## src/rtl/frame_strobe_seq.sv

```systemverilog
// Sequenced frame-strobe generator: accepts (column, frame) writes and drives a
// registered one-hot (or per-column broadcast) strobe with setup/pulse/hold phases.
module frame_strobe_seq #(
    parameter int MaxFramesPerCol  = 20,
    parameter int FrameSelectWidth = 5,
    parameter int NumCols          = 11,
    parameter int FrameIndexWidth  = 5,
    parameter int SetupCycles      = 1,
    parameter int StrobeCycles     = 2,
    parameter int HoldCycles       = 1,
    parameter int BroadcastEn      = 1
) (
    input  logic                                CLK,
    input  logic                                resetn,
    input  logic                                req_valid,
    output logic                                req_ready,
    input  logic [FrameSelectWidth-1:0]         req_col,
    input  logic [FrameIndexWidth-1:0]          req_frame,
    output logic                                busy,
    output logic [NumCols*MaxFramesPerCol-1:0]  FrameStrobe_O,
    output logic                                err,
    input  logic                                err_clr
);

    localparam int NB    = NumCols * MaxFramesPerCol;
    localparam int MaxSP = (SetupCycles > StrobeCycles) ? SetupCycles : StrobeCycles;
    localparam int MaxPh = (MaxSP > HoldCycles) ? MaxSP : HoldCycles;
    localparam int CW    = $clog2(MaxPh + 1);

    // Counter reload values are phase length minus one; the phase ends at zero.
    localparam logic [CW-1:0] SLd = (SetupCycles > 0) ? CW'(SetupCycles - 1) : '0;
    localparam logic [CW-1:0] PLd = CW'(StrobeCycles - 1);
    localparam logic [CW-1:0] HLd = (HoldCycles > 0) ? CW'(HoldCycles - 1) : '0;

    localparam logic [FrameIndexWidth:0]  FLim = (FrameIndexWidth + 1)'(MaxFramesPerCol);
    localparam logic [FrameSelectWidth:0] CLim = (FrameSelectWidth + 1)'(NumCols);

    typedef enum logic [1:0] {IDLE, SETUP, STROBE, HOLD} state_e;

    state_e                       state_q, state_d;
    logic [CW-1:0]                cnt_q, cnt_d;
    logic [FrameSelectWidth-1:0]  col_q, col_d;
    logic [FrameIndexWidth-1:0]   frame_q, frame_d;
    logic [NB-1:0]                strb_q, strb_d;
    logic                         err_q, err_d;
    logic                         accept, legal;

    function automatic logic [NB-1:0] decode(input logic [FrameSelectWidth-1:0] col,
                                             input logic [FrameIndexWidth-1:0]  frame);
        logic bc;
        decode = '0;
        bc     = (BroadcastEn != 0) && (col == '1);
        for (int c = 0; c < NumCols; c++) begin
            for (int f = 0; f < MaxFramesPerCol; f++) begin
                if ((bc || col == FrameSelectWidth'(c)) && frame == FrameIndexWidth'(f))
                    decode[c*MaxFramesPerCol+f] = 1'b1;
            end
        end
    endfunction

    assign accept = req_valid && (state_q == IDLE);
    assign legal  = ({1'b0, req_frame} < FLim) &&
                    (({1'b0, req_col} < CLim) || ((BroadcastEn != 0) && (req_col == '1)));

    always_comb begin
        state_d = state_q;
        cnt_d   = cnt_q;
        col_d   = col_q;
        frame_d = frame_q;
        strb_d  = '0;
        err_d   = err_q;

        if (err_clr) err_d = 1'b0;
        if (accept) begin
            col_d   = req_col;
            frame_d = req_frame;
            if (!legal) err_d = 1'b1;
        end

        unique case (state_q)
            IDLE: begin
                if (accept && legal) begin
                    if (SetupCycles > 0) begin
                        state_d = SETUP;
                        cnt_d   = SLd;
                    end else begin
                        // Zero setup: decode straight from the request so the
                        // strobe register is loaded on the accept edge.
                        state_d = STROBE;
                        cnt_d   = PLd;
                        strb_d  = decode(req_col, req_frame);
                    end
                end
            end
            SETUP: begin
                if (cnt_q == '0) begin
                    state_d = STROBE;
                    cnt_d   = PLd;
                    strb_d  = decode(col_q, frame_q);
                end else begin
                    cnt_d = cnt_q - 1'b1;
                end
            end
            STROBE: begin
                if (cnt_q == '0) begin
                    if (HoldCycles > 0) begin
                        state_d = HOLD;
                        cnt_d   = HLd;
                    end else begin
                        state_d = IDLE;
                    end
                end else begin
                    cnt_d  = cnt_q - 1'b1;
                    strb_d = strb_q;
                end
            end
            HOLD: begin
                if (cnt_q == '0) state_d = IDLE;
                else             cnt_d   = cnt_q - 1'b1;
            end
            default: state_d = IDLE;
        endcase
    end

    always_ff @(posedge CLK or negedge resetn) begin
        if (!resetn) begin
            state_q <= IDLE;
            cnt_q   <= '0;
            col_q   <= '0;
            frame_q <= '0;
            strb_q  <= '0;
            err_q   <= 1'b0;
        end else begin
            state_q <= state_d;
            cnt_q   <= cnt_d;
            col_q   <= col_d;
            frame_q <= frame_d;
            strb_q  <= strb_d;
            err_q   <= err_d;
        end
    end

    assign req_ready     = (state_q == IDLE);
    assign busy          = (state_q != IDLE);
    assign FrameStrobe_O = strb_q;
    assign err           = err_q;

endmodule

```

## config.mk

```make
export PLATFORM = sky130hd
export DESIGN_NAME = frame_strobe_seq
export DESIGN_NICKNAME = d
export VERILOG_FILES = /design/src/rtl/frame_strobe_seq.sv
export SDC_FILE = /design/constraint.sdc
export NUM_CORES = 1
export LEC_CHECK = 0
export ABC_CLOCK_PERIOD_IN_PS = 3000
export CAP_MARGIN = 30
export CORE_MARGIN = 3
export CORE_UTILIZATION = 53
export DETAILED_ROUTE_END_ITERATION = 10
export GPL_TIMING_DRIVEN = 0
export HOLD_SLACK_MARGIN = 0.1
export MAX_ROUTING_LAYER = met4
export PLACE_DENSITY = 0.86
export SLEW_MARGIN = 20
export SYNTH_ARGS = -nofsm -noshare
export SYNTH_HDL_FRONTEND = slang
export SYNTH_SLANG_ARGS = --single-unit
export TNS_END_PERCENT = 30
```

## constraint.sdc

```tcl
create_clock -name CLK -period 3 [get_ports CLK]
set_input_delay 0.6 -clock CLK [delete_from_list [all_inputs] [get_ports CLK]]
set_output_delay 0.6 -clock CLK [all_outputs]
set_load 0.01 [all_outputs]
```

==> impl_metrics.csv <==
group,metric,value,unit
critical_path,r2r_cells,5,
timing,fin_crit,2.55,ns
final_layout,finalNetCount,1031,
hold_path,min_to,"FrameStrobe_O[35]",
power,power_density,650,nW/µm²
clock_tree,cts.htree.levels,1,
critical_path,r2r_setup_slack,0.75,ns
clock_tree,cts_root_buffer,"clkbuf_16",
detailed_routing,first_pass_iters,5,
floorplanning,top_level_ports,237,
timing,setup_slack,0.450,ns
synth,synth_area_leader_cell,"dfrtp_1",
floorplanning,initial_core_util,0.548,
timing,finClkSkew,0.0197,ns
global_routing,grt_pass1_vias,7348,
run_status,status,"complete, no violations",
placed_design,placed_cells,1203,
global_routing,grt_max_degree,102,
critical_path,critical_path.max_fanout,6,
synth,synth-seq-area-share,0.640,
synth,avgSynthCellArea,12.3,µm²
timing,clock.fmax,0.392,GHz
detailed_routing,drc,0,
placed_design,place_ws,0.626,ns
synth,syn_area,9190,µm²
floorplanning,coreArea,16800,µm²
final_layout,diodes,0,
critical_path,reg2reg_to,"FrameStrobe_O[131]",
timing,finalHoldViolCount,0,
detailed_routing,wl_per_cell,21.7,µm
timing,timing.hold.ws,0.480,ns
placed_design,gp_congestion,0.893,
placed_design,place_hpwl,18.6,mm
clock_tree,cts_tree,"yes",
hold_path,min_from,"FrameStrobe_O[35]",
timing,worst_slew_pin_slew,0.823,ns
detailed_routing,ant_nets,0,
synth,synth_edf_count,0,
clock_tree,clk-insertion-delay-late,0.51,ns
timing,fin_crit_sh,0.850,
synth,synthDistinctLibCells,41,
detailed_routing,vias,7316,
synth,synth_fp_nets,767,
synth,synthArstFlopShare,1.00,
job,maxCapViolations,0,
timing,fin_setup_tns,0,ns
clock_tree,max-clock-path-buffers,3,
global_routing,grt_pass1_wl,42.0,mm
power,peakVddDrop,491,µV
placed_design,numPortBuffers,236,
detailed_routing,initialDrtViolationCount,756,
timing,setup_viol_count_final,0,
global_routing,gr-total-overflow,0,
final_layout,final_cells,1245,
timing,drv_slew,0,
critical_path,arrival,1.95,ns
hold_path,min_path_cells,2,
critical_path,required,2.40,ns
synth,synth-seq-cells,235,
synth,synth.most_common_cell,"dfrtp_1",
detailed_routing,vias_per_cell,5.88,
final_layout,area_delta_synth_final,37.7,%
clock_tree,post_cts_buffers,0,
synth,synthFlopType,"dfrtp_1",
floorplanning,die_area,19000,µm²
floorplanning,rows,47,
floorplanning,die_h,138,µm
timing,rsz0062_at_grt,"no",
clock_tree,cts_resized,0,
power,total_power,0.00823,W
synth,netlist.area_leader.share,0.640,
critical_path,crit_path_start_kind,"flop",
critical_path,r2r_start,"cnt_q[0]",
synth,synth_warnings,0,
critical_path,crit_path_end_kind,"output port",
final_layout,fillers,1091,
floorplanning,dieWidth,138,µm
synth,synth.area.top_cells,"dfrtp_1 (64%), a22o_1 (13%), nand2_1 (4.7%)",
clock_tree,cts_made_buffers,23,
synth,synth_cells,745,
final_layout,drive_gt1_frac,0.130,
global_routing,antenna_found_initial,0,
detailed_routing,routed_wl,27.0,mm
clock_tree,cts.sinks,235,
critical_path,worstSetupPathType,"reg -> out",
synth,netlist_top_cells_count,"dfrtp_1 (235), a22o_1 (140), nand2_1 (116), o21ai_1 (37), o21ai_0 (33)",
timing,slew_headroom,0.450,
clock_tree,path_clk_slew,0.06,ns
hold_path,min_path_type,"reg -> reg",
global_routing,groute.usage.overall,0.294,
power,leakagePower,5.58,nW
routing by layer:
layer / global-route usage / part of all wire
met1: 0.402 / 0.42
met2: 0.455 / 0.48
met3: 0.0394 / 0.063
met4: 0.111 / 0.037
met5: - / 0
layout by cell type (no fill, tap or decap), drive strengths merged, types with 3 or more instances in the layout:
cell type	n
or3	6
a21oi	10
buf	43
a22o	140
clkdlybuf4s50	235
nand3	6
clkinv	4
nor2	32
nand2	117
dfrtp	235
mux2	13
inv	7
nand2b	3
o21ai	86
ha	8
nor3	4
o22ai	4
and2	5
clkbuf	50
cell type report:
type / instances / area [µm²] / share of cell area
sequential: 235 / 5880 / 0.465
clock inverter: 6 / 58.8 / 0.00465
clock buffer: 35 / 701 / 0.0553
multi-input combinational: 449 / 2960 / 0.234
buffer: 55 / 325 / 0.0257
tap: 220 / 275 / 0.0217
timing repair buffer: 239 / 2430 / 0.192
inverter: 6 / 22.5 / 0.00178
through the flow:
stage,cell area [µm²],util
floorplan,9190,-
global placement,11800,0.706
detailed placement,11900,0.709
CTS,12700,0.755
global route,12700,0.755
finish,12700,0.755
registers in the layout (all words and copies together), names as in the netlist:
| register | flops |
|---|---|
| state_q | 2 |
| cnt_q | 2 |
| FrameStrobe_O | 220 |
| frame_q | 5 |
| col_q | 5 |
| err | 1 |
where the power goes:
group          switching (W)  leakage [nW]  internal (W)  total, W
clock network        0.00120         0.380       0.00169   0.00290
logic                0.00132          1.94      0.000620   0.00194
registers           0.000107          3.26       0.00328   0.00339
total                0.00263          5.58       0.00559   0.00823
worst max-delay path, stage by stage (launching register included):
cell and delay, ns:
dfrtp_1 0.38, inv_1 0.10, ha_1 0.29, inv_1 0.13, clkdlybuf4s50_1 0.55
kinds of logic (layout without fill, tap and decap cells):
group / after synthesis / in the layout / synth area share
AOI/OAI and AO/OA: 245 / 245 / 0.200
DFF: 235 / 235 / 0.640
and+or+nand+nor: 182 / 182 / 0.0947
buffers and inverters: 61 / 341 / 0.0378
muxes: 14 / 14 / 0.0170
adders and majority gates: 8 / 8 / 0.0109
how the worst max path moves through the flow:
stage / start / endpoint / slack [ns] / depth (start not counted)
floorplan: req_col[0] / state_q[1] / 1.25 / 5
global placement: resetn / FrameStrobe_O[3] / -8.19 / 1
detailed placement: req_col[0] / state_q[1] / 0.63 / 6
CTS: state_q[0] / busy / 0.43 / 4
global route: state_q[0] / busy / 0.35 / 4
finish: state_q[0] / busy / 0.45 / 4
timing repair:
action / CTS / global route
setup endpoints to repair: 0 / 0
hold buffers: 1 / 0
endpoints found under the hold margin: 34 / 0
(Power assumes the default switching activity.)
